[src/rtl/maxpool2x2_stream_if.sv]
// Valid/ready stream bundle used on both sides of the 2x2 max-pool stage.
// The master drives valid and data; the slave drives ready.
interface maxpool2x2_stream_if #(
  parameter int N = 14
);
  logic         valid;
  logic         ready;
  logic [N-1:0] data;

  modport master (
    output valid,
    output data,
    input  ready
  );

  modport slave (
    input  valid,
    input  data,
    output ready
  );
endinterface

[src/rtl/maxpool2x2_stream.sv]
// Streaming 2x2 / stride-2 max-pool over a raster-order activation stream.
// Even columns park the pixel in pair_max; odd columns form the horizontal
// max. Even rows store that max in a half-width line buffer; odd rows combine
// it with the stored value and load the single-entry output register.
module maxpool2x2_stream #(
  parameter int N     = 14,
  parameter int IMG_W = 28,
  parameter int IMG_H = 28
) (
  input  logic                  clk,
  input  logic                  rst,
  maxpool2x2_stream_if.slave    din,
  maxpool2x2_stream_if.master   dout,
  output logic                  frame_done
);

  localparam int HALF_W = IMG_W / 2;
  localparam int COL_W  = (IMG_W > 1) ? $clog2(IMG_W) : 1;
  localparam int ROW_W  = (IMG_H > 1) ? $clog2(IMG_H) : 1;
  localparam int LB_W   = (HALF_W > 1) ? $clog2(HALF_W) : 1;

  localparam logic [COL_W-1:0] COL_LAST = COL_W'(IMG_W - 1);
  localparam logic [ROW_W-1:0] ROW_LAST = ROW_W'(IMG_H - 1);

  // Position counters and datapath registers
  logic [COL_W-1:0] col_reg, col_next;
  logic [ROW_W-1:0] row_reg, row_next;
  logic [N-1:0]     pair_max_reg, pair_max_next;
  logic [N-1:0]     dout_reg, dout_next;
  logic             dout_valid_reg, dout_valid_next;
  logic             frame_done_reg, frame_done_next;

  // Half-width line buffer holding the horizontal maxima of the even row
  logic [N-1:0]     line_buf [HALF_W];
  logic [HALF_W-1:0] lb_we;
  logic [LB_W-1:0]  lb_idx;
  logic [N-1:0]     lb_rd;

  // Per-beat decode
  logic             accept;
  logic             col_odd;
  logic             row_odd;
  logic             col_end;
  logic             row_end;
  logic             lb_wr;
  logic             win_done;
  logic [N-1:0]     hmax;
  logic [N-1:0]     vmax;

  // The output register is a plain single-entry stage: input stalls only
  // while a result is held and the consumer is not taking it.
  assign din.ready  = ~dout_valid_reg | dout.ready;
  assign dout.valid = dout_valid_reg;
  assign dout.data  = dout_reg;
  assign frame_done = frame_done_reg;

  assign accept  = din.valid & din.ready;
  assign col_odd = col_reg[0];
  assign row_odd = row_reg[0];
  assign col_end = (col_reg == COL_LAST);
  assign row_end = (row_reg == ROW_LAST);

  // Column pair index; col is even-width so col>>1 always lies inside the buffer
  assign lb_idx = LB_W'(col_reg >> 1);
  assign lb_rd  = line_buf[lb_idx];

  // Unsigned compares; ties resolve to either operand with the same value
  assign hmax = (din.data > pair_max_reg) ? din.data : pair_max_reg;
  assign vmax = (hmax > lb_rd) ? hmax : lb_rd;

  assign lb_wr    = accept & col_odd & ~row_odd;
  assign win_done = accept & col_odd & row_odd;

  // One write-enable per line-buffer entry, decoded from the pair index
  genvar gi;
  generate
    for (gi = 0; gi < HALF_W; gi++) begin : g_lb_we
      assign lb_we[gi] = lb_wr && (lb_idx == LB_W'(gi));
    end
  endgenerate

  // Line-buffer storage; never reset since each entry is written before it is read
  always_ff @(posedge clk) begin
    for (int i = 0; i < HALF_W; i++) begin
      if (lb_we[i]) begin
        line_buf[i] <= hmax;
      end
    end
  end

  // Next-state for counters, pair register and output stage
  always_comb begin
    col_next        = col_reg;
    row_next        = row_reg;
    pair_max_next   = pair_max_reg;
    dout_next       = dout_reg;
    dout_valid_next = dout_valid_reg & ~dout.ready;
    frame_done_next = 1'b0;

    if (accept) begin
      if (col_end) begin
        col_next = '0;
        row_next = row_end ? '0 : row_reg + ROW_W'(1);
      end else begin
        col_next = col_reg + COL_W'(1);
      end

      if (!col_odd) begin
        pair_max_next = din.data;
      end
    end

    // A completing window overrides any drain in the same cycle, so a
    // consumer holding ready high sees back-to-back results without bubbles.
    if (win_done) begin
      dout_next       = vmax;
      dout_valid_next = 1'b1;
      frame_done_next = col_end & row_end;
    end
  end

  // State registers with synchronous reset; a mid-frame reset drops the partial frame
  always_ff @(posedge clk) begin
    if (rst) begin
      col_reg        <= '0;
      row_reg        <= '0;
      pair_max_reg   <= '0;
      dout_reg       <= '0;
      dout_valid_reg <= 1'b0;
      frame_done_reg <= 1'b0;
    end else begin
      col_reg        <= col_next;
      row_reg        <= row_next;
      pair_max_reg   <= pair_max_next;
      dout_reg       <= dout_next;
      dout_valid_reg <= dout_valid_next;
      frame_done_reg <= frame_done_next;
    end
  end

endmodule

[src/flat_wrapper.sv]
// flat-port wrapper written by rule: the top's interface ports become plain ports
module maxpool2x2_stream_flat 
#(
  parameter int N     = 14,
  parameter int IMG_W = 28,
  parameter int IMG_H = 28
)
  (clk, rst, frame_done, din_valid, din_data, din_ready, dout_valid, dout_data, dout_ready);
  maxpool2x2_stream_if #(.N(N)) din_i ();
  maxpool2x2_stream_if #(.N(N)) dout_i ();
  input  logic clk;
  input  logic rst;
  output logic frame_done;
  input wire logic [$bits(din_i.valid)-1:0] din_valid;
  input wire logic [$bits(din_i.data)-1:0] din_data;
  output wire logic [$bits(din_i.ready)-1:0] din_ready;
  output wire logic [$bits(dout_i.valid)-1:0] dout_valid;
  output wire logic [$bits(dout_i.data)-1:0] dout_data;
  input wire logic [$bits(dout_i.ready)-1:0] dout_ready;
  assign din_i.valid = din_valid;
  assign din_i.data = din_data;
  assign din_ready = din_i.ready;
  assign dout_valid = dout_i.valid;
  assign dout_data = dout_i.data;
  assign dout_i.ready = dout_ready;
  maxpool2x2_stream #(.N(N), .IMG_W(IMG_W), .IMG_H(IMG_H)) u_core (.clk(clk), .rst(rst), .din(din_i), .dout(dout_i), .frame_done(frame_done));
endmodule
[config.mk]
export PLATFORM = sky130hd
export DESIGN_NAME = maxpool2x2_stream_flat
export DESIGN_NICKNAME = d
export VERILOG_FILES = /design/src/rtl/maxpool2x2_stream_if.sv /design/src/rtl/maxpool2x2_stream.sv /design/src/flat_wrapper.sv
export SDC_FILE = /design/constraint.sdc
export NUM_CORES = 1
export LEC_CHECK = 0
export BUFFER_PORTS_ARGS = -buffer_cell sky130_fd_sc_hd__clkbuf_2
export CORE_MARGIN = 2
export CORE_UTILIZATION = 35
export DETAILED_ROUTE_END_ITERATION = 6
export PLACE_DENSITY = 0.55
export SYNTH_ARGS = -nofsm -noshare
export SYNTH_HDL_FRONTEND = slang
export SYNTH_SLANG_ARGS = --single-unit
[constraint.sdc]
create_clock -name clk -period 11.91 [get_ports clk]
set_clock_uncertainty 0.1 [all_clocks]
set_input_delay 1.191 -clock clk [delete_from_list [all_inputs] [get_ports clk]]
set_output_delay 1.191 -clock clk [all_outputs]
set_load 0.005 [all_outputs]
Yosys cells after proc, flatten, opt, wreduce, memory -nomap -nowiden
Memory sizes are Yosys's and may differ from the RTL's. A register that Yosys moved wholly into a read port is not among the register bits.
Cells that the tools add are included.

word-level totals
  latch bits = 0
  ROM bits = 0
  memory bits (writable) = 196
  memories = 1
  register bits after elaboration = 40
  input bits = 18
  logic and storage cells = 143
  output and inout bits = 17

operators by class
  shift-type cells = 0
  bitwise logic cells = 12
  reduce and logical (&&, ||, !) cells = 31
  magnitude comparators = 2
  $mul = 0
  $add $sub $neg = 2
  eq/ne operators = 15
  muxes and demuxes = 74
  div/mod/pow operators = 0

memories
  name             words  bits a word  read ports  clocked after Yosys merged registers in  write ports  line                     text
  u_core.line_buf  14     14           1           1                                        1            maxpool2x2_stream.sv:34  logic [N-1:0] line_buf [HALF_W];

operators with widths
  cell                                           count
  two-way mux 14 bit                             15
  OR reduction 14 bit                            13
  two-way mux 4 bit                              15
  two-way mux 1 bit                              42
  greater-than comparator 14 bit                 2
  == test 4 bit, second input constant           6
  == test 4 x 3 -> 1 bit, second input constant  4
  logical AND 1 bit                              14
  adder 5 x 1 -> 5 bit, second input constant    2
  == test 5 bit, second input constant           2
  two-way mux 5 bit                              2
  == test 4 x 2 -> 1 bit, second input constant  2
  AND 1 bit                                      6
  NOT 1 bit                                      5
  == test 4 x 1 -> 1 bit, second input constant  1
  logical NOT 4 bit                              1
  AND reduction 2 bit                            2
  OR reduction 2 bit                             1
  OR 1 bit                                       1

Longest topological paths before layout
Gate-level depths: netlist (run 1).

  word-level depth = 22
  gate-level depth with buffers = 16
  gate-level depth less buffers = 15

Worst setup path before layout (run 1)
OpenSTA, ideal clock, no wires.

  kind = input-to-reg
  from = input din_data[13]
  to = register u_core.dout_reg[11], in the netlist u_core.dout.data[11]
  path buffers = 2
  cell stages on the path = 15
  library setup time = 0.122 ns
  data required time = 11.688 ns
  arrival time = 4.457 ns
  path slack = 7.231 ns
  cell sequence = ha_1 > nand4_1 > nor3_2 > o31ai_1 > a22oi_2 > buf_6 > mux2_4 > ha_1 > nand4_1 > nor3_1 > nor4_1 > a21oi_2 > nor3b_2 > buf_2 > a221o_1

on the way
  cells in the longest elaborated chain, start to end = 4

ends and longest elaborated chain
  what                                line                      text
  from (decl)                         flat_wrapper.sv:15        input wire logic [$bits(din_i.data)-1:0] din_data;
  greater-than comparator 14 bit      maxpool2x2_stream.sv:68   assign hmax = (din.data > pair_max_reg) ? din.data : pair_max_reg;
  two-way mux 14 bit (*)              maxpool2x2_stream.sv:68
  named net u_core.hmax[13]           maxpool2x2_stream.sv:47   logic [N-1:0] hmax;
  greater-than comparator 14 bit (*)  maxpool2x2_stream.sv:69   assign vmax = (hmax > lb_rd) ? hmax : lb_rd;
  two-way mux 14 bit (*)              maxpool2x2_stream.sv:69
  to (signal assigned)                maxpool2x2_stream.sv:135  dout_reg <= dout_next;
  to (decl)                           maxpool2x2_stream.sv:29   logic [N-1:0] dout_reg, dout_next;

The timed path passes the listed nets; every way through them passes the cells marked *.
A chain may end at the register's enable or synchronous reset.

Worst setup path in the final report (run 1)
  from = input din_data[13]
  to = register u_core.dout_reg[1], in the netlist u_core.dout.data[1]

on the way
  cells in the longest elaborated chain, start to end = 4

ends and longest elaborated chain
  what                            line
  greater-than comparator 14 bit  maxpool2x2_stream.sv:68
  two-way mux 14 bit              maxpool2x2_stream.sv:68
  named net u_core.hmax[10]       maxpool2x2_stream.sv:47
  greater-than comparator 14 bit  maxpool2x2_stream.sv:69
  two-way mux 14 bit              maxpool2x2_stream.sv:69

The timed path passes the listed nets, and every way through them passes these cells.

==> results of run 1 <==
[layout by cell type, fill, tap and decap left out, drive strengths merged, types with 3 or more instances in the layout]
cell	count
buf	15
nor3	22
edfxtp	196
inv	17
dfxtp	44
clkinv	9
o21ai	16
nand3b	4
mux2i	29
a221o	14
bufinv	3
ha	30
mux4	43
nand2b	5
a21oi	58
nand3	7
nand4b	3
nand4	6
clkbuf	69
nor2	49
mux2	15
nand2	32
[layer usage]
layer  vias up  share of wire (%)
li1       2608                  -
met1      2928                 44
met2       137                 49
met3        40                5.0
met4         0                1.9
met5         -                  0
[worst max-delay path by stage]
stage,end,slack [ns],depth (start not counted)
6_report,u_core.dout.data[1]$_SDFFE_PP0P_,6.15,14
5_1_grt,u_core.dout.data[9]$_SDFFE_PP0P_,5.67,14
4_1_cts,u_core.dout.data[1]$_SDFFE_PP0P_,6.10,14
3_5_place_dp,u_core.dout.data[1]$_SDFFE_PP0P_,5.60,14
3_3_place_gp,u_core.dout.data[0]$_SDFFE_PP0P_,5.77,14
2_1_floorplan,u_core.dout.data[11]$_SDFFE_PP0P_,7.23,15
[power by group through the flow]
| stage | logic, W | registers, W | clock network (W) |
|---|---|---|---|
| floorplan | 0.0000950 | 0.000948 | 0 |
| global placement | 0.000126 | 0.000952 | 0 |
| detailed placement | 0.000131 | 0.000952 | 0 |
| CTS | 0.000131 | 0.000934 | 0.000837 |
| global route | 0.000144 | 0.000935 | 0.000869 |
| finish | 0.000129 | 0.000934 | 0.000818 |
[through the flow]
step | power (W) | cell area [um2] | hold slack (ns) | worst slack (ns)
after floorplan | 0.00104 | 10200 | 0.363 | 7.23
after global placement | 0.00108 | 10800 | 0.376 | 5.77
after detailed placement | 0.00108 | 10800 | 0.385 | 5.60
after CTS | 0.00190 | 11700 | 0.393 | 6.10
after global routing | 0.00195 | 11700 | 0.423 | 5.67
final | 0.00188 | 11700 | 0.394 | 6.15
[worst max-delay path, cell delays in order]
cell and delay (ns):
clkbuf_2 0.10, ha_1 0.32, nand4_1 0.18, nor3_2 0.26, o31ai_1 0.11, a22oi_2 0.82, mux2_1 0.59, ha_1 0.37
nand4_1 0.17, nor3_1 0.23, nor4_1 0.09, a21oi_2 0.52, nor3b_2 0.86, a221o_1 0.27
[kinds of logic after synthesis]
group | count (synthesis)
simple gates | 137
xor+xnor | 1
compound gates | 98
fa+ha+maj | 30
mux | 87
flops | 240
buf+inv | 52
[layout make-up]
type,instances,area [um2],share of cell area (%)
Clock inverter,13,148,1.27
Tap cell,384,480,4.12
Inverter,17,63.8,0.548
Multi-Input combinational cell,353,3170,27.2
Sequential cell,240,6770,58.1
Timing Repair Buffer,49,283,2.43
Clock buffer,35,736,6.31
==> impl_metrics.toml, run 1 <==
[logic_synthesis]
synthCells = 645
synthXorXnorAreaFrac_pct = 0.0862
netlist_area_um2 = 10200
synth-compound-area-share_pct = 6.34
ys_seq_area_share_pct = 66.6
async_reset_ff_share_pct = 0
synth_edf_count = 196
syn_nets = 693
synth.area.top_cells = "edfxtp_1, mux4_2, dfxtp_1"
synth_top_cells_by_count = "edfxtp_1, nor2_1, a21oi_1, dfxtp_1, mux4_2"
synthSimpleGateAreaFrac_pct = 6.34
synth_warnings = 0
synthFlopType = "edfxtp_1"
synthDistinctLibCells = 43
synth_top_family_by_area = "multiplexers"
synth_top_area_share_pct = 58.0
synthAdderAreaFrac_pct = 3.70
synth_top_area_cell = "edfxtp_1"
yosysMostFrequentCell = "edfxtp_1"
synth_mux_area_share_pct = 14.4
synth-seq-cells = 240
avgSynthCellArea_um2 = 15.7

[drt]
wirelength_mm = 22.9
viasPerCell = 5.24
route.detailed.drc = 0
dr.pass1.iters = 5
wire_per_inst_um = 21.0
dr.first_iter.drc_count = 437
vias = 5713
postRouteAntennaNets = 0

[global_route]
grt_pass1_wl_mm = 35.1
use_met1_pct = 19.8
antenna_found_initial = 0
busiest_layer = "met2"
grt_pass1_vias = 5975
grtUsageMet3_pct = 2.47
grtUsageTotal_pct = 15.2
grt_start_max_net_pins = 43
grt_overflow = 0
use_met2_pct = 26.4

[placement]
dp_hpwl_mm = 14.7
dp_cells = 1043
gp_congestion = 0.836
io_buffer_count = 34

[floorplan]
start_util_pct = 35.5
fp.dieH_um = 174
die_w_um = 174
row_count = 62
ioPinCount = 35
core-area_um2 = 28600
dieArea_um2 = 30400

[timing]
slew_headroom_pct = 19.3
worstMarginPinSlew_ns = 1.21
fin_crit_ns = 5.76
finalMaxSlewViolations = 0
fmax_mhz = 174
hold_violations = 0
fin_setup_tns_ns = 0
fin_crit_sh_pct = 48.3
rsz0062_at_grt = "no"
setup_viol = 0

[clock_tree]
postCtsResizedCells = 0
h-tree-depth = 1
cts.sinks = 240
cts_tree = "yes"
clockBufferDepth = 3
cts_setup_buffers = 0
insertion_delay_ns = 0.53
path_clk_slew_ns = 0.06
root_buffer = "clkbuf_16"
cts_buffers = 26
cts_hold_buf = 0

[worst_hold_path]
hold_end = "u_core.pair_max_reg[8]$_SDFFE_PP0P_"
hp-start = "u_core.pair_max_reg[8]$_SDFFE_PP0P_"
hold_class = "flop to flop"
hold_depth = 2

[run]
drv_cap = 0

[cells_and_area]
largest_register_ffs = 196
area_growth_pct = 14.7
fillers = 2611
utilization_pct = 40.7
finalNonFillerCells = 1091
nets = 735
antenna_cells = 0
drive_gt1_share_pct = 24.3

[power]
ir_drop_v = 0.0000966
pwr-share-comb_pct = 6.9
internal_power_w = 0.00147
power.share.clock_pct = 43.5
power_density_nw_per_um2 = 162
p_switching_w = 0.000408
seq_power_share_pct = 49.7
switching_share_pct = 21.7
p_leak_nw = 3.88

[outcome]
status = "finished clean"

[critical_path]
r2r_cells = 14
arrival_ns = 6.11
start_kind = "input port"
endpoint_kind = "flop"
path_class = "input port to flop"
r2r_slack_ns = 6.54
startpoint = "din_data[13]"
worstPathRequired_ns = 12.26
reg2reg_to = "u_core.dout.data[1]$_SDFFE_PP0P_"
r2r_start = "u_core.pair_max_reg[13]$_SDFFE_PP0P_"
cp_max_fo = 16
Note: power is estimated with default switching activity, not from simulation.
==> run 2, diff against run 1 <==
- ABC_AREA: not set -> 1
- clock period: 11.91 -> 5.5 ns (I/O delays scaled with it)
==> run 2 against run 1 <==
Final cell count grew 47%. First-iteration DRC count grew 36%. Non-clock buffer count is 7 higher. Power up 120%. Register-to-register slack worse by 4.9 ns. Sequential cell count did not move. Synthesized cell count increased by 79%. Sequential power rose by 120%. Critical path type is now flop to flop. Largest cell class unchanged.
==> impl_metrics.toml, run 2 <==
[power]
switching_share_pct = 25.0
seq_power_share_pct = 49.1
power_density_nw_per_um2 = 338
ir_drop_v = 0.000215
pwr-share-comb_pct = 10.8
p_switching_w = 0.00105
p_leak_nw = 5.30
internal_power_w = 0.00315
power.share.clock_pct = 40.1

[drt]
wirelength_mm = 27.4
postRouteAntennaNets = 0
route.detailed.drc = 0
vias = 7803
wire_per_inst_um = 17.1
dr.pass1.iters = 5
viasPerCell = 4.86
dr.first_iter.drc_count = 595

[worst_hold_path]
hp-start = "rst"
hold_class = "input port to flop"
hold_depth = 2
hold_end = "u_core.dout.valid$_SDFF_PP0_"

[placement]
io_buffer_count = 34
place_area_um2 = 11600
dp_cells = 1556
gp_congestion = 0.796
dp_hpwl_mm = 16.2

[logic_synthesis]
synth_edf_count = 196
avgSynthCellArea_um2 = 9.55
async_reset_ff_share_pct = 0
ys_seq_area_share_pct = 61.4
syn_nets = 1202
synth-seq-cells = 240
synthDistinctLibCells = 32
yosysMostFrequentCell = "nand2_1"
netlist_area_um2 = 11000
synth_top_area_share_pct = 53.4
synth.area.top_cells = "edfxtp_1, nand2_1, dfxtp_1"
synth_top_area_cell = "edfxtp_1"
synthFlopType = "edfxtp_1"
synthCells = 1154
synth_top_cells_by_count = "nand2_1, edfxtp_1, inv_1, nand3_1, a21oi_1"
synth_warnings = 0

[cells_and_area]
final_common_cell = "nand2_1"
largest_register_ffs = 196
fin_area_um2 = 12400
nets = 1236
area_growth_pct = 12.8
finalNonFillerCells = 1604
antenna_cells = 0
fillers = 2933
mostFrequentLayoutCells = "nand2_1, edfxtp_1, inv_1"
drive_gt1_share_pct = 10.7

[timing]
fin_crit_sh_pct = 70.6
fin_crit_ns = 3.88
finalMaxSlewViolations = 0
setup_viol = 0
worstMarginPinSlew_ns = 1.14
rsz0062_at_grt = "no"
fin_setup_tns_ns = 0
slew_headroom_pct = 23.8
hold_violations = 0
fmax_mhz = 258

[clock_tree]
insertion_delay_ns = 0.53
root_buffer = "clkbuf_16"
clockBufferDepth = 3
postCtsResizedCells = 0
cts_setup_buffers = 0
cts.sinks = 240
path_clk_slew_ns = 0.06
h-tree-depth = 1
cts_tree = "yes"
cts_buffers = 26
cts_hold_buf = 0

[critical_path]
critPathMaxStageDelay_ns = 0.41
path_common_cell = "nand2_1"
path_buf_inv = 2
r2r_slack_ns = 1.62
reg2reg_to = "u_core.dout.data[8]$_SDFFE_PP0P_"
path_class = "flop to flop"
worstPathRequired_ns = 5.86
arrival_ns = 4.24
crit_family = "simple AND/OR/NAND/NOR gates"
cp_cell_sequence = "inv_1, ha_1, nand2_2, nor2_4, nand4_2, nand2_4, nand2_2, and2_1, ha_1, nand2_1, nor2_1, nand2_1, nand3_1, nand2_1, nand2_1, nand2_2, inv_2, nand3_1, a21oi_1"
r2r_cells = 19
endpoint_kind = "flop"
cp_max_fo = 15
start_kind = "flop"
slowest_stage = "ha_1"
r2r_start = "u_core.pair_max_reg[13]$_SDFFE_PP0P_"

[floorplan]
fp.dieH_um = 181
row_count = 64
die_w_um = 181
core-area_um2 = 30800
dieArea_um2 = 32900
ioPinCount = 35
start_util_pct = 35.7

[run]
drv_cap = 0

[global_route]
antenna_found_initial = 0
grt_pass1_vias = 7461
grt_pass1_wl_mm = 43.3
grt_overflow = 0
grt_start_max_net_pins = 94
grtUsageTotal_pct = 16.9

[outcome]
status = "finished clean"
==> run 2: per-stage QoR <==
stage	hold WS [ns]	power [W]	util [%]	setup WS, ns
after CTS	0.167	0.00424	40.3	1.62
after floorplan	0.348	0.00242	-	2.20
after global routing	0.181	0.00438	40.3	1.18
after detailed placement	0.379	0.00256	37.6	1.39
after global placement	0.382	0.00255	37.6	1.49
final	0.197	0.00420	40.3	1.62
==> run 2: how the worst max path moves through the flow <==
stage                                              start                                 to  slack, ns  depth (start not counted)
floorplan                                   din_data[13]   u_core.dout.data[3]$_SDFFE_PP0P_       2.20                         22
global placement                             din_data[5]  u_core.dout.data[11]$_SDFFE_PP0P_       1.49                         19
detailed placement                           din_data[5]   u_core.dout.data[8]$_SDFFE_PP0P_       1.39                         19
CTS                 u_core.pair_max_reg[13]$_SDFFE_PP0P_  u_core.dout.data[13]$_SDFFE_PP0P_       1.62                         19
global route        u_core.pair_max_reg[13]$_SDFFE_PP0P_   u_core.dout.data[4]$_SDFFE_PP0P_       1.18                         19
finish              u_core.pair_max_reg[13]$_SDFFE_PP0P_   u_core.dout.data[8]$_SDFFE_PP0P_       1.62                         19
==> run 2: cell type report <==
| class | instances | area, um2 | share of cell area (%) |
|---|---|---|---|
| sequential | 240 | 6770 | 54.5 |
| clock buffer | 28 | 679 | 5.47 |
| timing repair buffer | 56 | 348 | 2.80 |
| multi-input combinational | 700 | 3380 | 27.2 |
| tap | 396 | 495 | 3.99 |
| clock inverter | 20 | 145 | 1.17 |
| inverter | 164 | 616 | 4.95 |
==> run 2: power by group through the flow <==
| stage | registers [W] | clock network, W | logic [W] |
|---|---|---|---|
| after floorplan | 0.00209 | 0 | 0.000330 |
| after global placement | 0.00210 | 0 | 0.000447 |
| after detailed placement | 0.00210 | 0 | 0.000456 |
| after CTS | 0.00206 | 0.00172 | 0.000458 |
| after global routing | 0.00206 | 0.00179 | 0.000520 |
| final | 0.00206 | 0.00169 | 0.000455 |
==> run 2: cell families after synthesis <==
kind of cell             count (synthesis)  share of synthesized area [%]
AO/OA/AOI/OAI                          124                           5.69
XOR/XNOR                                 2                          0.159
adder cells (fa/ha/maj)                 30                           3.41
buffers and inverters                  214                           7.94
flip-flops                             240                           61.4
AND/OR/NAND/NOR                        544                           21.4
==> run 2: routing by layer <==
metal  vias up  routed length, um  GRT usage, %
met1      3703              12900          24.1
met5         -                  0             0
met3        35               1600          2.73
met2       205              12300          26.9
li1       3860                  -             -
met4         0                563          4.00
